## config.mk

```make
export PLATFORM = sky130hd
export DESIGN_NAME = rx_frame_filter_ctrl
export DESIGN_NICKNAME = d
export VERILOG_FILES = /design/src/rtl/rx_frame_filter_ctrl.sv
export SDC_FILE = /design/constraint.sdc
export NUM_CORES = 1
export LEC_CHECK = 0
export ABC_CLOCK_PERIOD_IN_PS = 5600
export CAP_MARGIN = 5
export CELL_PAD_IN_SITES_DETAIL_PLACEMENT = 0
export CELL_PAD_IN_SITES_GLOBAL_PLACEMENT = 1
export CORE_MARGIN = 2
export CORE_UTILIZATION = 30
export DETAILED_ROUTE_END_ITERATION = 16
export GPL_ROUTABILITY_DRIVEN = 1
export PLACE_DENSITY_LB_ADDON = 0.1
export SYNTH_ARGS = -nofsm -noshare
export SYNTH_HDL_FRONTEND = slang
export SYNTH_SLANG_ARGS = --single-unit
```

## constraint.sdc

```tcl
create_clock -name clk -period 5.6 [get_ports clk]
set_clock_uncertainty 0.05 [all_clocks]
set_input_delay 1.4 -clock clk [delete_from_list [all_inputs] [get_ports clk]]
set_output_delay 1.4 -clock clk [all_outputs]
set_load 0.02 [all_outputs]
```

## src/rtl/rx_frame_filter_ctrl.sv

```systemverilog
// Per-frame accept/drop filter between rx_mac_top and the packet buffer. Writes lag input by 1 cycle; commit/drop land 2 cycles after valid falls.
// Backpressure: wr_full_i gates the pending write and aborts the frame to DISCARD; there is no upstream stall.
module rx_frame_filter_ctrl #(
  parameter int MIN_FRAME_LEN = 64,
  parameter int MAX_FRAME_LEN = 1518,
  parameter int CNT_W         = 32
) (
  input  logic             clk,
  input  logic             rst,
  input  logic [7:0]       rx_data_i,
  input  logic             rx_data_valid_i,
  input  logic             is_preamble_or_sfd_i,
  input  logic             is_dst_mac_i,
  input  logic             is_src_mac_i,
  input  logic             is_ether_type_i,
  input  logic             is_payload_or_crc_i,
  input  logic             invalid_frame_i,
  input  logic [47:0]      station_mac_i,
  input  logic             promisc_en_i,
  input  logic             bcast_en_i,
  input  logic             mcast_en_i,
  input  logic             wr_full_i,
  output logic [7:0]       wr_data_o,
  output logic             wr_en_o,
  output logic             commit_o,
  output logic             drop_o,
  output logic [15:0]      frame_len_o,
  output logic [15:0]      ether_type_o,
  output logic [CNT_W-1:0] frames_ok_o,
  output logic [CNT_W-1:0] frames_drop_o
);

  typedef enum logic [2:0] {
    S_IDLE, S_PRE, S_HDR, S_PAY, S_CLOSE, S_DISCARD
  } state_t;

  localparam logic [15:0] MIN_L = 16'(MIN_FRAME_LEN);
  localparam logic [15:0] MAX_L = 16'(MAX_FRAME_LEN);

  state_t      state_q, state_d;
  logic [15:0] len_q, len_inc;
  logic [47:0] dst_q, station_q;
  logic [15:0] type_q;
  logic        err_q, promisc_q, bcast_q, mcast_q;
  logic        wr_en_q;
  logic [7:0]  wr_dat_q;
  logic        field_byte, sfd_byte, in_body, in_frame, write_ok;
  logic        len_over, ovf, abort;
  logic        all_ff, dst_match, accept, commit_d, drop_d;

  assign field_byte = rx_data_valid_i &
                      (is_dst_mac_i | is_src_mac_i | is_ether_type_i | is_payload_or_crc_i);
  assign sfd_byte   = rx_data_valid_i & is_preamble_or_sfd_i;
  assign in_body    = (state_q == S_HDR) || (state_q == S_PAY);
  // The first dst byte arrives while still in PRE, so it must be writable there.
  assign in_frame   = in_body || (state_q == S_PRE);
  assign write_ok   = field_byte & in_frame;
  assign len_inc    = (write_ok && (len_q != 16'hFFFF)) ? len_q + 16'd1 : len_q;
  assign len_over   = write_ok & (len_q >= MAX_L);
  // A full buffer is judged against the strobe actually being presented this cycle.
  assign ovf        = wr_en_q & wr_full_i;
  assign abort      = in_body & (invalid_frame_i | ovf | len_over);

  assign all_ff    = &dst_q;
  assign dst_match = promisc_q | (bcast_q & all_ff) | (mcast_q & dst_q[40] & ~all_ff) |
                     (dst_q == station_q);
  assign accept    = dst_match & (len_q >= MIN_L) & (len_q <= MAX_L) & ~err_q;

  assign wr_en_o   = wr_en_q & ~wr_full_i;
  assign wr_data_o = wr_dat_q;

  always_ff @(posedge clk) begin
    if (!rst) state_q <= S_IDLE;
    else      state_q <= state_d;
  end

  always_comb begin
    state_d  = state_q;
    commit_d = 1'b0;
    drop_d   = 1'b0;
    case (state_q)
      S_IDLE: begin
        if (sfd_byte) state_d = S_PRE;
      end
      S_PRE: begin
        if (!rx_data_valid_i)  state_d = S_IDLE;
        else if (is_dst_mac_i) state_d = S_HDR;
      end
      S_HDR: begin
        if (abort) begin
          state_d = S_DISCARD;
          drop_d  = 1'b1;
        end else if (!rx_data_valid_i) begin
          state_d = S_CLOSE;
        end else if (is_payload_or_crc_i) begin
          state_d = S_PAY;
        end
      end
      S_PAY: begin
        if (abort) begin
          state_d = S_DISCARD;
          drop_d  = 1'b1;
        end else if (!rx_data_valid_i) begin
          state_d = S_CLOSE;
        end
      end
      S_CLOSE: begin
        state_d  = S_IDLE;
        commit_d = accept;
        drop_d   = ~accept;
      end
      S_DISCARD: begin
        if (!rx_data_valid_i) state_d = S_IDLE;
      end
      default: state_d = S_IDLE;
    endcase
  end

  always_ff @(posedge clk) begin
    if (!rst) begin
      wr_en_q       <= 1'b0;
      wr_dat_q      <= '0;
      len_q         <= '0;
      dst_q         <= '0;
      type_q        <= '0;
      err_q         <= 1'b0;
      station_q     <= '0;
      promisc_q     <= 1'b0;
      bcast_q       <= 1'b0;
      mcast_q       <= 1'b0;
      commit_o      <= 1'b0;
      drop_o        <= 1'b0;
      frame_len_o   <= '0;
      ether_type_o  <= '0;
      frames_ok_o   <= '0;
      frames_drop_o <= '0;
    end else begin
      wr_en_q <= write_ok & ~abort;
      if (write_ok) wr_dat_q <= rx_data_i;

      // Every preamble byte re-samples; the SFD is the last one, so its sample wins.
      if (sfd_byte && (state_q == S_IDLE || state_q == S_PRE)) begin
        len_q     <= '0;
        dst_q     <= '0;
        type_q    <= '0;
        err_q     <= 1'b0;
        station_q <= station_mac_i;
        promisc_q <= promisc_en_i;
        bcast_q   <= bcast_en_i;
        mcast_q   <= mcast_en_i;
      end else begin
        len_q <= len_inc;
        if (write_ok && is_dst_mac_i)    dst_q  <= {dst_q[39:0], rx_data_i};
        if (write_ok && is_ether_type_i) type_q <= {type_q[7:0], rx_data_i};
        if (in_frame && invalid_frame_i) err_q  <= 1'b1;
      end

      commit_o <= commit_d;
      drop_o   <= drop_d;
      if (commit_d || drop_d) begin
        frame_len_o  <= len_inc;
        ether_type_o <= type_q;
      end
      if (commit_d) frames_ok_o   <= frames_ok_o + CNT_W'(1);
      if (drop_d)   frames_drop_o <= frames_drop_o + CNT_W'(1);
    end
  end

endmodule

```

Word-level counts from Yosys, hierarchy flattened
Cells that the tools add are included.
Word-level totals
  bits in registers: 242
  input port bits: 69
  output and inout bits: 107
  word-level logic and storage cells: 91
Cells by class
  add/sub/neg operators: 3
  magnitude comparators: 3
  eq/ne operators: 12
  multiplexer cells: 14
  bitwise logic cells: 28
  reductions and logical operators: 14
Operators by type and width (count)
  32-bit by 1-bit adder with 32-bit output (second input constant): 2
  48-bit == test: 1
  48-bit AND reduction: 1
  3-bit 2-to-1 mux: 9
  16-bit by 1-bit adder with 16-bit output (second input constant): 1
  16-bit by 11-bit >= comparator with 1-bit output (second input constant): 1
  16-bit by 7-bit >= comparator with 1-bit output (second input constant): 1
  16-bit by 11-bit less-or-equal comparator with 1-bit output (second input constant): 1
  16-bit 2-to-1 mux: 1
  16-bit != test (second input constant): 1
  3-bit case mux with 5 select lines: 1
  1-bit AND: 14
  1-bit OR: 8
  3-bit by 2-bit == test with 1-bit output (second input constant): 2
  3-bit == test (second input constant): 2
  3-bit != test (second input constant): 2
  1-bit inverter: 6
  1-bit logical AND: 5
  5-bit AND reduction: 1
  1-bit logical OR: 4
  2-bit != test (second input constant): 2
  4-bit != test (second input constant): 1
  2-bit OR reduction: 2
  3-bit by 1-bit == test with 1-bit output (second input constant): 1
  3 further kinds: 4

Depth between registers and ports, before layout
Gate-level depths: netlist (run 1).
  depth in word-level cells: 11
  gate-level depth with buffers: 10
  depth with buffers taken out: 8

Least setup slack after synthesis (run 1)
OpenSTA, ideal clock, no wires.
  path kind: input -> register
  start point: input port is_ether_type_i
  end point: register frames_drop_o[25]
  library setup time: 0.070 ns
  arrival time: 3.163 ns
  data required time: 5.480 ns
  path slack: 2.317 ns
  cell stages on the path: 9
  buffers on the path: 2
  cells stage by stage: or4_1 -> nand3_1 -> a31oi_4 -> o21ai_2 -> o211a_2 -> buf_2 -> buf_2 -> o31ai_1 -> a21oi_1
On the way
  word-level cells in the longest chain between the ends: 9
RTL lines
  start, declared: RTL line 15  | input logic is_ether_type_i,
  1-bit OR (2 in a row): RTL line 52  | (is_dst_mac_i | is_src_mac_i | is_ether_type_i | is_payload_or_crc_i);
  1-bit AND: RTL line 51  | assign field_byte = rx_data_valid_i &
  1-bit AND: RTL line 57  | assign write_ok = field_byte & in_frame;
  1-bit AND: RTL line 59  | assign len_over = write_ok & (len_q >= MAX_L);
  1-bit OR: RTL line 62  | assign abort = in_body & (invalid_frame_i | ovf | len_over);
  1-bit AND: RTL line 62
  1-bit 2-to-1 mux: RTL line 90, 100
  1-bit case mux with 2 select lines: RTL line 81  | case (state_q)
  end signal, assigned: RTL line 165  | if (drop_d) frames_drop_o <= frames_drop_o + CNT_W'(1);
  end, declared: RTL line 30  | output logic [CNT_W-1:0] frames_drop_o
Every way passes these cells.
A chain may end at the register's enable or synchronous reset.

Worst setup path in the final report (run 1)
  start point: input port wr_full_i
  end point: output port wr_en_o
On the way
  word-level cells in the longest chain between the ends: 2
RTL lines
  start, declared: RTL line 22  | input logic wr_full_i,
  1-bit inverter: RTL line 69  | assign wr_en_o = wr_en_q & ~wr_full_i;
  1-bit AND: RTL line 69
  end, declared: RTL line 24  | output logic wr_en_o,
Every way passes these cells.

==> flow_summary_export.csv, run 1 <==
group,metric,value,unit
logic_synthesis,async_reset_ff_share,0,%
worst_setup_path,rr_worst_depth,8,
worst_setup_path,slowest_stage,"clkdlybuf4s50_1",
die,std_cell_rows,68,
power_and_ir_drop,p_leak,0.004229,uW
clock_tree,cts_tree,"done",
logic_synthesis,yosys.cell_types.count,54,
run,maxCapViolations,0,
timing,fmax,248.9,MHz
global_routing,grt_pass1_vias,8879,
timing,relSlewSlack,34.34,%
worst_setup_path,startpoint_type,"primary input",
clock_tree,clk_latency,540,ps
timing,hold_viol,0,
worst_setup_path,cpMostUsedCell,"clkdlybuf4s50_1",
logic_synthesis,ys.flop_type,"dfxtp_1",
layout,area.growth.synth_to_final,28.56,%
layout,layout.nets,1503,
route,drc,0,
worst_setup_path,critPathBufInv,2,
global_routing,overflow,0,
layout,drive_gt1_share,4.976,%
outcome,outcome,"completed",
clock_tree,post_cts_resize_count,0,
global_routing,grt-busiest-layer,"met2",
worst_setup_path,worstPathArrival,2570,ps
die,die_w,190.7,um
clock_tree,h-tree-depth,1,
die,die_area,36350,um2
logic_synthesis,synthMostInstantiatedCell,"nand2_1",
global_routing,grt_max_degree,88,
global_routing,antenna_found_initial,2,
power_and_ir_drop,max-vdd-ir-drop,0.0001990,V
logic_synthesis,yosysSeqAreaShare,46.35,%
clock_tree,hold_buffers,0,
power_and_ir_drop,powerDensity,283.2,nW/um2
timing,fin_crit,4018,ps
hold_path,worstHoldPathCells,2,
logic_synthesis,synth_edf_count,0,
route,detail-route-antenna-nets,0,
logic_synthesis,syn_avg_cell_area,8.033,um2
logic_synthesis,ys_warn_count,0,
worst_setup_path,worst_path_largest_cell_delay,610,ps
timing,min_period_over_period,71.76,%
logic_synthesis,synthTopCellsByArea,"dfxtp_1 46%, nand2_1 12%, a21oi_1 8.4%, xnor2_1 4.5%, clkbuf_1 2.6%",
clock_tree,cts_sinks,242,
route,dr.pass1.iters,5,
global_routing,grtUsageMet1,24.17,%
global_routing,grt_pass1_wl,49750,um
clock_tree,clockBufferDepth,3,
clock_tree,cts_root_buffer,"clkbuf_16",
logic_synthesis,synth_top_area_share,46.35,%
global_routing,grt_util_all_layers,16.93,%
worst_setup_path,critPathKind,"in -> out",
clock_tree,clkTransAtPathRegs,60,ps
worst_setup_path,cp.depth,3,
hold_path,hold_class,"reg -> reg",
placement,place_congestion,0.7768,
placement,dpl.hpwl,21560,um
route,first_iter_violations,491,
logic_synthesis,synth_area,10450,um2
route,vias,9462,
timing,tightest_slew,984.9,ps
timing,slew_viol_final,0,
die,die_h,190.7,um
logic_synthesis,yosysTopAreaCell,"dfxtp_1",
die,core_region_area,34460,um2
placement,io_buffers,175,
logic_synthesis,yosys_register_bits,242,
placement,place_area,12530,um2
layout,fin_util,38.99,%
clock_tree,cts_setup_buffers,0,
route,vias_per_cell,4.970,
route,finalWirelength,31510,um
worst_setup_path,cp_data_required_time,4150,ps
logic_synthesis,synth_cells,1301,
logic_synthesis,syn-num-nets,1374,
worst_setup_path,path_cells,"clkdlybuf4s50_1, nor2b_1, clkdlybuf4s50_1",
route,wl_per_cell,16.55,um
die,start_util,30.33,%
layout,design_area,13440,um2
timing,rsz0062_at_grt,"false",
worst_setup_path,end_kind,"primary output",
worst_setup_path,crit_family,"buffers and inverters",
timing,finalSetupTns,0,ps
logic_synthesis,yosys-top-cells-count,"340 x nand2_1, 242 x dfxtp_1, 176 x a21oi_1, 72 x clkbuf_1, 60 x nor2_1",
global_routing,grt_use_met3,2.558,%
die,io_pins,176,
global_routing,grtUsageMet2,26.80,%
timing,setup_viol,0,
clock_tree,cts_buffers,28,
worst_setup_path,worstPathMaxFanout,2,
registers in the layout, indices dropped and copies added (netlist names), 3 cells and up:
signal	flops
dst_q	48
ether_type_o	16
frame_len_o	16
frames_drop_o	32
frames_ok_o	32
len_q	16
state_q	3
station_q	48
type_q	16
wr_data_o	8
worst reg2reg max path, cell delays in order (launching register included):
cell,delay (ps)
dfxtp_1,440
nand4_1,130
nor4_1,520
a31oi_1,160
a41o_1,360
o211a_2,520
buf_4,270
or4_1,470
a21oi_1,160
cell families (layout without fill, tap and decap cells):
group / Yosys count / in the layout / share of synthesized area (%)
xor gates and xnor gates: 64 / 64 / 5.363
buffers and inverters: 101 / 247 / 3.951
and+or+nand+nor: 602 / 602 / 26.58
AOI/OAI and AO/OA: 272 / 272 / 15.74
adders and majority gates: 4 / 4 / 0.4789
DFF: 242 / 242 / 46.35
other: 0 / 2 / 0
muxes: 16 / 16 / 1.532
worst paths after layout:
check / end / startpoint / slack [ps]
max reg2reg: frames_drop_o[24] / dst_q[7] / 2440
max: wr_en_o / wr_full_i / 1580
min: ether_type_o[3] / ether_type_o[3] / 400
min reg2reg: ether_type_o[3] / ether_type_o[3] / 400
per-layer routing:
layer | share of wire [%] | wire length, um | vias up
li1 | - | - | 4799
met1 | 49 | 15520 | 4432
met2 | 44 | 14010 | 190
met3 | 4.8 | 1520 | 41
met4 | 1.5 | 469 | 0
met5 | 0 | 0 | -
cells in the final DEF, fill, tap and decap left out, types with 8 or more instances in the layout:
master           synthesis  layout
nand2_1                340     338
dfxtp_1                242     242
a21oi_1                176     176
clkdlybuf4s50_1          0     174
nor2_1                  60      59
xnor2_1                 54      54
nand4_1                 42      42
nand3_1                 34      34
clkbuf_16                0      29
or4_1                   26      26
o31ai_1                 25      25
nand2b_1                24      24
nor4_1                  19      19
and3_1                  18      18
mux2i_1                 16      16
a211oi_1                14      14
nor3_1                  15      14
buf_4                    0      13
o41ai_1                 12      12
inv_1                   12      11
o311ai_0                11      11
xor2_1                  10      10
clkbuf_8                 0       8
metrics by stage:
step	power, uW	hold WS [ps]	setup WS [ps]	instances
after floorplan	1934	385.9	2317	1301
after global placement	2046	394.1	1287	1855
after detailed placement	2047	396.6	1220	1855
after CTS	3873	404.7	1569	1902
after global routing	3969	428.2	1510	1904
final	3805	400.1	1582	1904
report_power, final:
part / switching (uW) / total [uW] / internal (uW)
combinational: 135 / 232 / 97.5
sequential: 23.1 / 1770 / 1750
clock: 714 / 1800 / 1090
cell type report:
type / count / area [um2]
Antenna cell: 2 / 5.005
Clock buffer: 44 / 862.1
Clock inverter: 3 / 40.04
Fill cell: 3582 / 21020
Inverter: 12 / 47.55
Multi-Input combinational cell: 958 / 5224
Sequential cell: 242 / 4845
Tap cell: 455 / 569.3
Timing Repair Buffer: 188 / 1844
Note: power is estimated with default switching activity, not from simulation.
==> run 2, diff against run 1 <==
Settings changed: ABC_CLOCK_PERIOD_IN_PS 5600 to 4150.
Clock period 5.6 ns to 4.15 ns, I/O delays scaled along.
==> flow_summary_export.csv, run 2 (synthesis results as in run 1) <==
group,metric,value,unit
placement,place_congestion,0.8241,
clock_tree,clk_latency,540,ps
die,die_area,36350,um2
worst_setup_path,startpoint_type,"primary input",
outcome,outcome,"completed",
die,die_w,190.7,um
route,first_iter_violations,554,
placement,io_buffers,175,
worst_setup_path,worstPathArrival,2190,ps
run,maxCapViolations,0,
timing,fin_crit,3276,ps
hold_path,hold-path-endpoint,"ether_type_o[9]",
hold_path,hold_class,"reg -> reg",
route,wl_per_cell,16.43,um
worst_setup_path,worstPathMaxFanout,2,
timing,fmax,305.3,MHz
worst_setup_path,cpMostUsedCell,"clkdlybuf4s50_1",
timing,relSlewSlack,24.67,%
worst_setup_path,rr_worst_depth,8,
route,vias,9457,
clock_tree,cts_setup_buffers,0,
layout,fin_util,39.35,%
global_routing,grt_util_all_layers,16.91,%
layout,reg_top3,"dst_q x48, station_q x48",
layout,final_cell_mix,"338 x nand2_1, 242 x dfxtp_1, 176 x a21oi_1, 174 x clkdlybuf4s50_1, 59 x nor2_1",
die,core_region_area,34460,um2
placement,dpl.hpwl,21670,um
clock_tree,post_cts_resize_count,0,
layout,drive_gt1_share,5.437,%
die,start_util,30.33,%
clock_tree,hold_buffers,0,
timing,rsz0062_at_grt,"false",
timing,slew_viol_final,0,
layout,layout_commonest_cell,"nand2_1",
timing,min_period_over_period,78.93,%
timing,tightest_slew,1130,ps
clock_tree,cts_sinks,242,
clock_tree,clkTransAtPathRegs,60,ps
route,finalWirelength,31350,um
global_routing,overflow,0,
clock_tree,h-tree-depth,1,
worst_setup_path,path_cells,"clkdlybuf4s50_1, nor2b_1, clkdlybuf4s50_1",
clock_tree,clockBufferDepth,3,
die,std_cell_rows,68,
route,dr.pass1.iters,4,
clock_tree,cts_buffers,28,
route,detail-route-antenna-nets,0,
worst_setup_path,rrSetupSlack,910,ps
die,io_pins,176,
worst_setup_path,end_kind,"primary output",
global_routing,grt_pass1_wl,49750,um
hold_path,holdCritStartpoint,"ether_type_o[9]",
worst_setup_path,critPathKind,"in -> out",
layout,area.growth.synth_to_final,29.74,%
power_and_ir_drop,powerDensity,383.4,nW/um2
worst_setup_path,crit_family,"buffers and inverters",
power_and_ir_drop,total_power,5199,uW
worst_setup_path,critPathBufInv,2,
die,die_h,190.7,um
layout,antennaDiodeCount,0,
worst_setup_path,worstReg2RegStart,"dst_q[1]",
route,vias_per_cell,4.956,
worst_setup_path,cp_data_required_time,3060,ps
power_and_ir_drop,p_leak,0.004299,uW
worst_setup_path,slowest_stage,"clkdlybuf4s50_1",
route,drc,0,
global_routing,grt_max_degree,69,
global_routing,grt_pass1_vias,8816,
timing,finalSetupTns,0,ps
layout,layout.nets,1506,
worst_setup_path,worst_path_largest_cell_delay,610,ps
timing,hold_viol,0,
clock_tree,cts_root_buffer,"clkbuf_16",
power_and_ir_drop,max-vdd-ir-drop,0.0002604,V
layout,n_fill_cell,3650,
timing,setup_viol,0,
global_routing,antenna_found_initial,1,
worst_setup_path,timing.rr.end,"frames_ok_o[24]",
clock_tree,cts_tree,"done",
hold_path,worstHoldPathCells,2,
-- run 2: layout make-up --
| type | instances | area, um2 | share of cell area (%) |
|---|---|---|---|
| Multi-Input combinational cell | 958 | 5224 | 38.53 |
| Timing Repair Buffer | 191 | 1934 | 14.27 |
| Inverter | 12 | 47.55 | 0.3506 |
| Clock buffer | 44 | 882.1 | 6.505 |
| Clock inverter | 6 | 57.56 | 0.4245 |
| Tap cell | 455 | 569.3 | 4.199 |
| Sequential cell | 242 | 4845 | 35.73 |
-- run 2: how the worst max path moves through the flow --
stage                             end  cells after the start             from
finish                        wr_en_o                      3        wr_full_i
global route          frames_ok_o[23]                      8         dst_q[1]
CTS                   frame_len_o[15]                      9     is_dst_mac_i
detailed placement    frame_len_o[15]                      9     is_dst_mac_i
global placement      frame_len_o[15]                      9     is_dst_mac_i
floorplan           frames_drop_o[25]                      9  is_ether_type_i
-- run 2: metrics by stage --
| step | hold WS, ps | cell area [um2] | setup slack, ps | instances |
|---|---|---|---|---|
| floorplan | 385.9 | 10450 | 1230 | 1301 |
| global placement | 392.5 | 12610 | 413.4 | 1857 |
| detailed placement | 395.8 | 12610 | 263.0 | 1857 |
| CTS | 404.2 | 13550 | 834.7 | 1907 |
| global route | 426.3 | 13560 | 684.8 | 1908 |
| finish | 399.0 | 13560 | 874.3 | 1908 |
-- run 2: per-layer routing --
metal,vias up,wire length (um),global-route usage (%)
met5,-,13,0
met2,196,14040,26.74
met3,37,1529,2.540
met4,2,466,3.637
li1,4806,-,-
met1,4416,15290,24.26
-- run 2: worst min-delay path, cell delays in order (launching register included) --
cell     delay (ps)
dfxtp_1         310
nand2_1          50
a21oi_1          50
-- run 2: where the power goes --
part / switching [uW] / internal (uW) / total [uW]
Sequential: 31.5 / 2360 / 2390
Clock: 980 / 1510 / 2490
Combinational: 183 / 138 / 321
